--- config.mk ---
export PLATFORM = sky130hd
export DESIGN_NAME = instruction_fetch_unit
export DESIGN_NICKNAME = d
export VERILOG_FILES = /design/src/rtl/instruction_fetch_unit.sv
export SDC_FILE = /design/constraint.sdc
export NUM_CORES = 1
export LEC_CHECK = 0
export ABC_AREA = 1
export CAP_MARGIN = 20
export CORE_MARGIN = 2
export CORE_UTILIZATION = 40
export CTS_CLUSTER_DIAMETER = 40
export DETAILED_ROUTE_END_ITERATION = 10
export HOLD_SLACK_MARGIN = 0.02
export PLACE_DENSITY = 0.72
export SYNTH_ARGS = -nofsm -noshare
export SYNTH_HDL_FRONTEND = slang
export SYNTH_SLANG_ARGS = --single-unit
--- constraint.sdc ---
create_clock -name clk -period 4.3 [get_ports clk]
set_input_delay 0.86 -clock clk [delete_from_list [all_inputs] [get_ports clk]]
set_output_delay 0.86 -clock clk [all_outputs]
set_load 0.005 [all_outputs]
--- src/rtl/instruction_fetch_unit.sv ---
// instruction_fetch_unit: IF stage with word-addressed PC, one outstanding imem read,
// a small prefetch queue feeding IF/ID, redirect/stall handling and halt on terminate word.
module instruction_fetch_unit #(
  parameter int          QDEPTH    = 2,
  parameter logic [31:0] RESET_PC  = 32'd0,
  parameter logic [31:0] HALT_WORD = 32'hFFFF_FFFF
) (
  input  logic        clk,
  input  logic        reset,
  output logic        imem_req,
  output logic [31:0] imem_addr,
  input  logic        imem_rvalid,
  input  logic [31:0] imem_rdata,
  input  logic        redirect_valid,
  input  logic [31:0] redirect_pc,
  input  logic        stall,
  output logic        ifid_valid,
  output logic [31:0] ifid_instr,
  output logic [31:0] ifid_pc_inc,
  output logic        halted
);
  localparam int AW = $clog2(QDEPTH);
  typedef enum logic [1:0] {FETCH, WAIT, HALT} state_t;
  state_t        r_state, w_next;
  logic [31:0]   r_pc;
  logic          r_squash;
  logic [31:0]   r_q_instr [QDEPTH];
  logic [31:0]   r_q_pcinc [QDEPTH];
  logic [AW-1:0] r_rd, r_wr;
  logic [AW:0]   r_count;
  logic [AW+1:0] w_level;
  logic          w_resp, w_push, w_pop, w_free;
  assign w_resp     = (r_state == WAIT) & imem_rvalid;
  assign w_push     = w_resp & ~r_squash & ~redirect_valid;
  assign w_pop      = ifid_valid & ~stall & ~redirect_valid;
  assign w_level    = {1'b0, r_count} + (AW+2)'(w_push) - (AW+2)'(w_pop);
  assign w_free     = w_level < (AW+2)'(QDEPTH);
  // A non-halt response may chain straight into the next request for 1 instr/cycle.
  assign imem_req   = ~reset & ~redirect_valid & w_free &
                      ((r_state == FETCH) | (w_push & (imem_rdata != HALT_WORD)));
  assign imem_addr  = r_pc;
  assign ifid_valid = r_count != '0;
  assign ifid_instr = ifid_valid ? r_q_instr[r_rd] : '0;
  assign ifid_pc_inc = ifid_valid ? r_q_pcinc[r_rd] : '0;
  assign halted     = r_state == HALT;
  always_comb begin
    w_next = redirect_valid ? ((r_state == WAIT && !imem_rvalid) ? WAIT : FETCH) :
             imem_req       ? WAIT :
             w_resp         ? ((w_push && imem_rdata == HALT_WORD) ? HALT : FETCH) :
                              r_state;
  end
  always_ff @(posedge clk or posedge reset) begin
    if (reset) r_state <= FETCH;
    else       r_state <= w_next;
  end
  // While WAIT, r_pc already equals request address + 1, so it is the pushed pc_inc.
  always_ff @(posedge clk or posedge reset) begin
    if (reset) begin
      r_pc     <= RESET_PC;
      r_squash <= 1'b0;
      r_rd     <= '0;
      r_wr     <= '0;
      r_count  <= '0;
    end else begin
      r_pc     <= redirect_valid ? redirect_pc : imem_req ? r_pc + 32'd1 : r_pc;
      r_squash <= redirect_valid ? (r_state == WAIT && !imem_rvalid) : (w_resp ? 1'b0 : r_squash);
      r_rd     <= redirect_valid ? '0 : r_rd + AW'(w_pop);
      r_wr     <= redirect_valid ? '0 : r_wr + AW'(w_push);
      r_count  <= redirect_valid ? '0 : r_count + (AW+1)'(w_push) - (AW+1)'(w_pop);
    end
  end
  always_ff @(posedge clk) begin
    if (w_push) begin
      r_q_instr[r_wr] <= imem_rdata;
      r_q_pcinc[r_wr] <= r_pc;
    end
  end
endmodule

* Word level (Yosys, flattened, before mapping) *
Memories as Yosys holds them, arrays and structs flattened.
Cells that the tools add are included.

storage, ports and cells
  logic and storage cells = 58
  input port bits = 69
  bits in writable memories = 128
  output and inout bits = 99
  memories = 2
  register bits = 39

memory list
  memory     words  bits a word  rd ports  clocked after Yosys merged registers in  wr ports  line  source
  r_q_instr  2      32           1         0                                        1         27    logic [31:0] r_q_instr [QDEPTH];
  r_q_pcinc  2      32           1         0                                        1         28    logic [31:0] r_q_pcinc [QDEPTH];

operators by class
  bitwise logic cells = 14
  equal/unequal tests = 4
  magnitude comparators = 1
  add/subtract/negate cells = 7
  muxes and demuxes = 16
  reduce and logical (&&, ||, !) cells = 8

operators with widths
  operator                                                                       count
  32-bit two-way mux                                                             4
  32-bit by 1-bit adder with 32-bit output (second input constant)               1
  32-bit == test (second input constant)                                         1
  32-bit inequality test (second input constant)                                 1
  2-bit two-way mux                                                              5
  1-bit AND                                                                      9
  1-bit two-way mux                                                              7
  2-bit nonzero test                                                             3
  1-bit NOT                                                                      4
  2-bit by 1-bit adder with 3-bit output                                         1
  3-bit by 2-bit less-than comparator with 1-bit output (second input constant)  1
  3-bit nonzero test                                                             1
  3-bit by 1-bit subtractor with 3-bit output                                    1
  1-bit adder                                                                    2
  2-bit by 1-bit adder with 2-bit output                                         1
  2-bit by 1-bit == test with 1-bit output (second input constant)               1
  2-bit == test (second input constant)                                          1
  1-bit logical AND                                                              2
  2-bit logical NOT                                                              1
  2-bit by 1-bit subtractor with 2-bit output                                    1
  1-bit logical NOT                                                              1
  1-bit bitwise OR                                                               1

* Logic depth before layout (Yosys ltp) *
  depth in word-level cells = 11
  mapped depth = 17

* Least setup slack after synthesis *
Ideal clock, no wire load.

  kind = input port to output port
  start point = input port redirect_valid
  end point = output port imem_req
  data arrival time = 2.903 ns
  slack = 0.537 ns
  required time = 3.440 ns
  stages on the path = 12
  cells stage by stage = buf_2 nor3_1 ha_1 inv_1 ha_1 inv_1 fa_1 nand3_1 nor2_1 nand2_4 buf_2 inv_1

on the way
  longest elaborated chain between the ends = 7
  elaborated cells between the ends (all ways) = 11

ends and longest elaborated chain
  what                                                   line        source
  start, declared                                        14          input logic redirect_valid,
  1-bit NOT *                                            34, 35, 39
  1-bit AND                                              34          assign w_push = w_resp & ~r_squash & ~redirect_valid;
  2-bit by 1-bit adder with 3-bit output                 36          assign w_level = {1'b0, r_count} + (AW+2)'(w_push) - (AW+2)'(w_pop);
  3-bit by 1-bit subtractor with 3-bit output            36
  3-bit by 2-bit less-than comparator with 1-bit output  37          assign w_free = w_level < (AW+2)'(QDEPTH);
  1-bit AND                                              39          assign imem_req = ~reset & ~redirect_valid & w_free &
  1-bit AND *                                            39
  end, declared                                          10          output logic imem_req,

Mark *: on every way between the ends. The rest lies on a longest branch, timed or not.

* Worst setup path after layout *
  start point = input port stall
  end point = output port imem_req

on the way
  longest elaborated chain between the ends = 7

ends and longest elaborated chain
  what                                                   line  source
  start, declared                                        16    input logic stall,
  1-bit NOT                                              35    assign w_pop = ifid_valid & ~stall & ~redirect_valid;
  1-bit AND (2 in a row)                                 35
  3-bit by 1-bit subtractor with 3-bit output            36
  3-bit by 2-bit less-than comparator with 1-bit output  37
  1-bit AND (2 in a row)                                 39

Every way passes these cells.

==> impl_metrics.json <==
{
  "status": "complete, no violations",
  "dieArea_mm2": 0.0208,
  "cts_root_buffer": "clkbuf_16",
  "hold_viol": 0,
  "syn_inst": 850,
  "clkSinkCount": 167,
  "core_region_area_mm2": 0.0194,
  "max_slew_margin_pct": 34.9,
  "slew_viol_final": 0,
  "cap_violations": 0,
  "overflow": 0,
  "hold_buffers": 0,
  "vias": 6229,
  "synth_nets": 925,
  "grt_pass1_wl_mm": 31.1,
  "synthTopCellsByCount": "nand2_1 (383), edfxtp_1 (128), a21oi_1 (68), nor2_1 (60), nand3_1 (40)",
  "ys.flop_type": "edfxtp_1",
  "tightest_slew_ns": 0.977,
  "critPathArrivalTime_ns": 2.96,
  "vdd.ir_drop.worst_uv": 283,
  "htreeDepth": 4,
  "wirelength_mm": 20.2,
  "grt_usage_pct": 19.8,
  "finalClockSkew_ns": 0.00833,
  "drc_errors": 0,
  "cp_max_fo": 6,
  "rows": 51,
  "pin_count": 168,
  "cp.required_ns": 3.44,
  "dpl_cell_area_mm2": 0.00981,
  "drtIter0Drc": 358,
  "synth_edf_count": 128,
  "fin_crit_sh_pct": 88.9,
  "clockBufferDepth": 2,
  "critical_path.endpoint_type": "primary output",
  "min_period_ns": 3.82,
  "yosys.area.top_type": "edfxtp_1",
  "place_ws_ns": -0.153,
  "synth_cell_types": 30,
  "yosys_warnings": 0,
  "p_leak_nw": 4.01,
  "yosysMostFrequentCell": "nand2_1",
  "die_w_um": 144,
  "setup_viol": 0,
  "synth_seq_area_share_pct": 61.3,
  "drive_gt1_share_pct": 7.43,
  "crit_type": "in -> out",
  "path_clk_slew_ns": 0.06,
  "ys_ff_latch": 167,
  "syn_area_per_cell_um2": 9.24,
  "clock_latency_ns": 0.43,
  "ys_top_cells_by_area": "edfxtp_1 (49%), nand2_1 (18%), dfrtp_1 (12%)",
  "syn-cell-area_mm2": 0.00786,
  "timing.final.ws_setup_ns": 0.478,
  "grt_pass1_vias": 5847,
  "synth.top_cell.area_share_pct": 48.9,
  "die_h_um": 144,
  "syn_to_final_growth_pct": 32.0,
  "gp_congestion": 0.884,
  "async_reset_ff_share_pct": 23.4,
  "place_hpwl_mm": 12.9,
  "wl_per_cell_um": 15.7,
  "numCtsBuffers": 17,
  "rsz0062_at_grt": "false",
  "antenna_found_initial": 0,
  "antenna_cells": 0,
  "cts_tree": "built",
  "power.total_mw": 4.85,
  "drt-pass1-iter-count": 5,
  "via_per_inst": 4.84,
  "fmax_mhz": 262,
  "port_buffers": 167,
  "start_util_pct": 40.5,
  "ant_nets": 0,
  "design_area_mm2": 0.0104,
  "critPathLaunchType": "input pin",
  "p_per_area_mw_per_mm2": 467,
  "fin_nets": 1085,
  "hp-class": "reg -> reg",
  "fin_tns_setup_ns": 0,
  "grt_max_degree": 67
}
-- state kept, by name, indices dropped and copies added, names as in the netlist --
signal / count
imem_addr: 32
r_state: 2
r_count: 2
r_rd: 1
r_q_instr: 64
r_wr: 1
r_q_pcinc: 64
r_squash: 1
-- placed cells by master (no fill, tap or decap), types with 2 or more instances in the layout --
cell type | synthesis | layout
xnor2_1 | 4 | 4
inv_1 | 20 | 20
nor2_2 | 3 | 4
buf_4 | 0 | 10
ha_4 | 0 | 2
nand3b_1 | 14 | 14
clkinv_2 | 0 | 3
xor2_1 | 7 | 7
nand2_2 | 5 | 5
ha_1 | 5 | 3
o21ai_0 | 11 | 11
clkbuf_16 | 0 | 17
edfxtp_1 | 128 | 128
inv_6 | 0 | 6
clkdlybuf4s50_1 | 0 | 164
clkinvlp_4 | 0 | 2
nor2_1 | 60 | 58
clkinv_4 | 0 | 3
dfrtp_1 | 39 | 38
nand3_1 | 40 | 40
nand2_1 | 383 | 383
o21ai_1 | 2 | 2
nor2_4 | 7 | 8
inv_2 | 6 | 6
a21oi_1 | 68 | 68
nand2_4 | 2 | 2
-- critical path, cell delays in order --
cell and delay, ns:
clkdlybuf4s50_1 0.43, nor3_2 0.16, ha_1 0.26, inv_1 0.06, ha_1 0.13, inv_1 0.04, fa_1 0.50, nand3_1 0.10
nor2_2 0.16, nand2_4 0.09, inv_1 0.06, dlymetal6s2s_1 0.12
-- report_power, final --
group	switching, mW	internal, mW
combinational	0.653	0.614
clock	0.668	0.752
sequential	0.211	1.95
total	1.53	3.31
-- timing repair --
item	in CTS	in global routing
resized for setup	3	1
cloned	0	0
endpoints found under the setup margin	1	1
pin swaps	1	2
buffers inserted	0	1
endpoints found under the hold margin	0	0
-- layout make-up --
cell class | count | area (µm²)
Inverter | 26 | 97.6
Multi-Input combinational cell | 620 | 2810
Tap cell | 265 | 332
Clock buffer | 17 | 425
Sequential cell | 167 | 4820
Timing Repair Buffer | 178 | 1760
Clock inverter | 15 | 120
Fill cell | 1754 | 9030
-- through the flow --
| stage | cells | hold slack (ns) | utilization (%) |
|---|---|---|---|
| 6_report | 1288 | 0.569 | 53.5 |
| 5_1_grt | 1288 | 0.623 | 53.5 |
| 4_1_cts | 1287 | 0.572 | 53.4 |
| 3_5_place_dp | 1255 | 0.549 | 50.6 |
| 3_3_place_gp | 1255 | 0.553 | 50.6 |
| 2_1_floorplan | 850 | 0.519 | - |
-- cells by family (layout without fill, tap and decap cells) --
family          after synthesis  count (layout)  synth area share, %
xor+xnor                     11              11                 1.23
buf+inv                      63             236                 3.41
simple gates                519             519                 27.5
fa+ha+maj                     6               6                 1.05
compound gates               84              84                 5.46
flops                       167             167                 61.3
-- routing by layer --
| layer | wire length (µm) | part of all wire, % | GRT usage (%) |
|---|---|---|---|
| met1 | 8920 | 44 | 25.0 |
| met2 | 9730 | 48 | 33.9 |
| met4 | 299 | 1.5 | 6.49 |
| met5 | 0 | 0 | 0 |
| met3 | 1280 | 6.3 | 4.34 |
-- final timing paths --
path	slack, ns	startpoint	cells after the start	endpoint
setup / recovery	0.48	stall	12	imem_req
hold / removal	0.57	r_squash$_DFFE_PP0P_	2	r_squash$_DFFE_PP0P_
setup reg to reg	1.17	r_state[1]$_DFFE_PP0P_	16	imem_addr[12]$_DFFE_PP0P_
hold reg to reg	0.57	r_squash$_DFFE_PP0P_	2	r_squash$_DFFE_PP0P_
max in group asynchronous	2.97	reset	3	r_rd$_DFF_PP0_
min in group asynchronous	0.95	reset	3	imem_addr[13]$_DFFE_PP0P_
(Power assumes the default switching activity.)
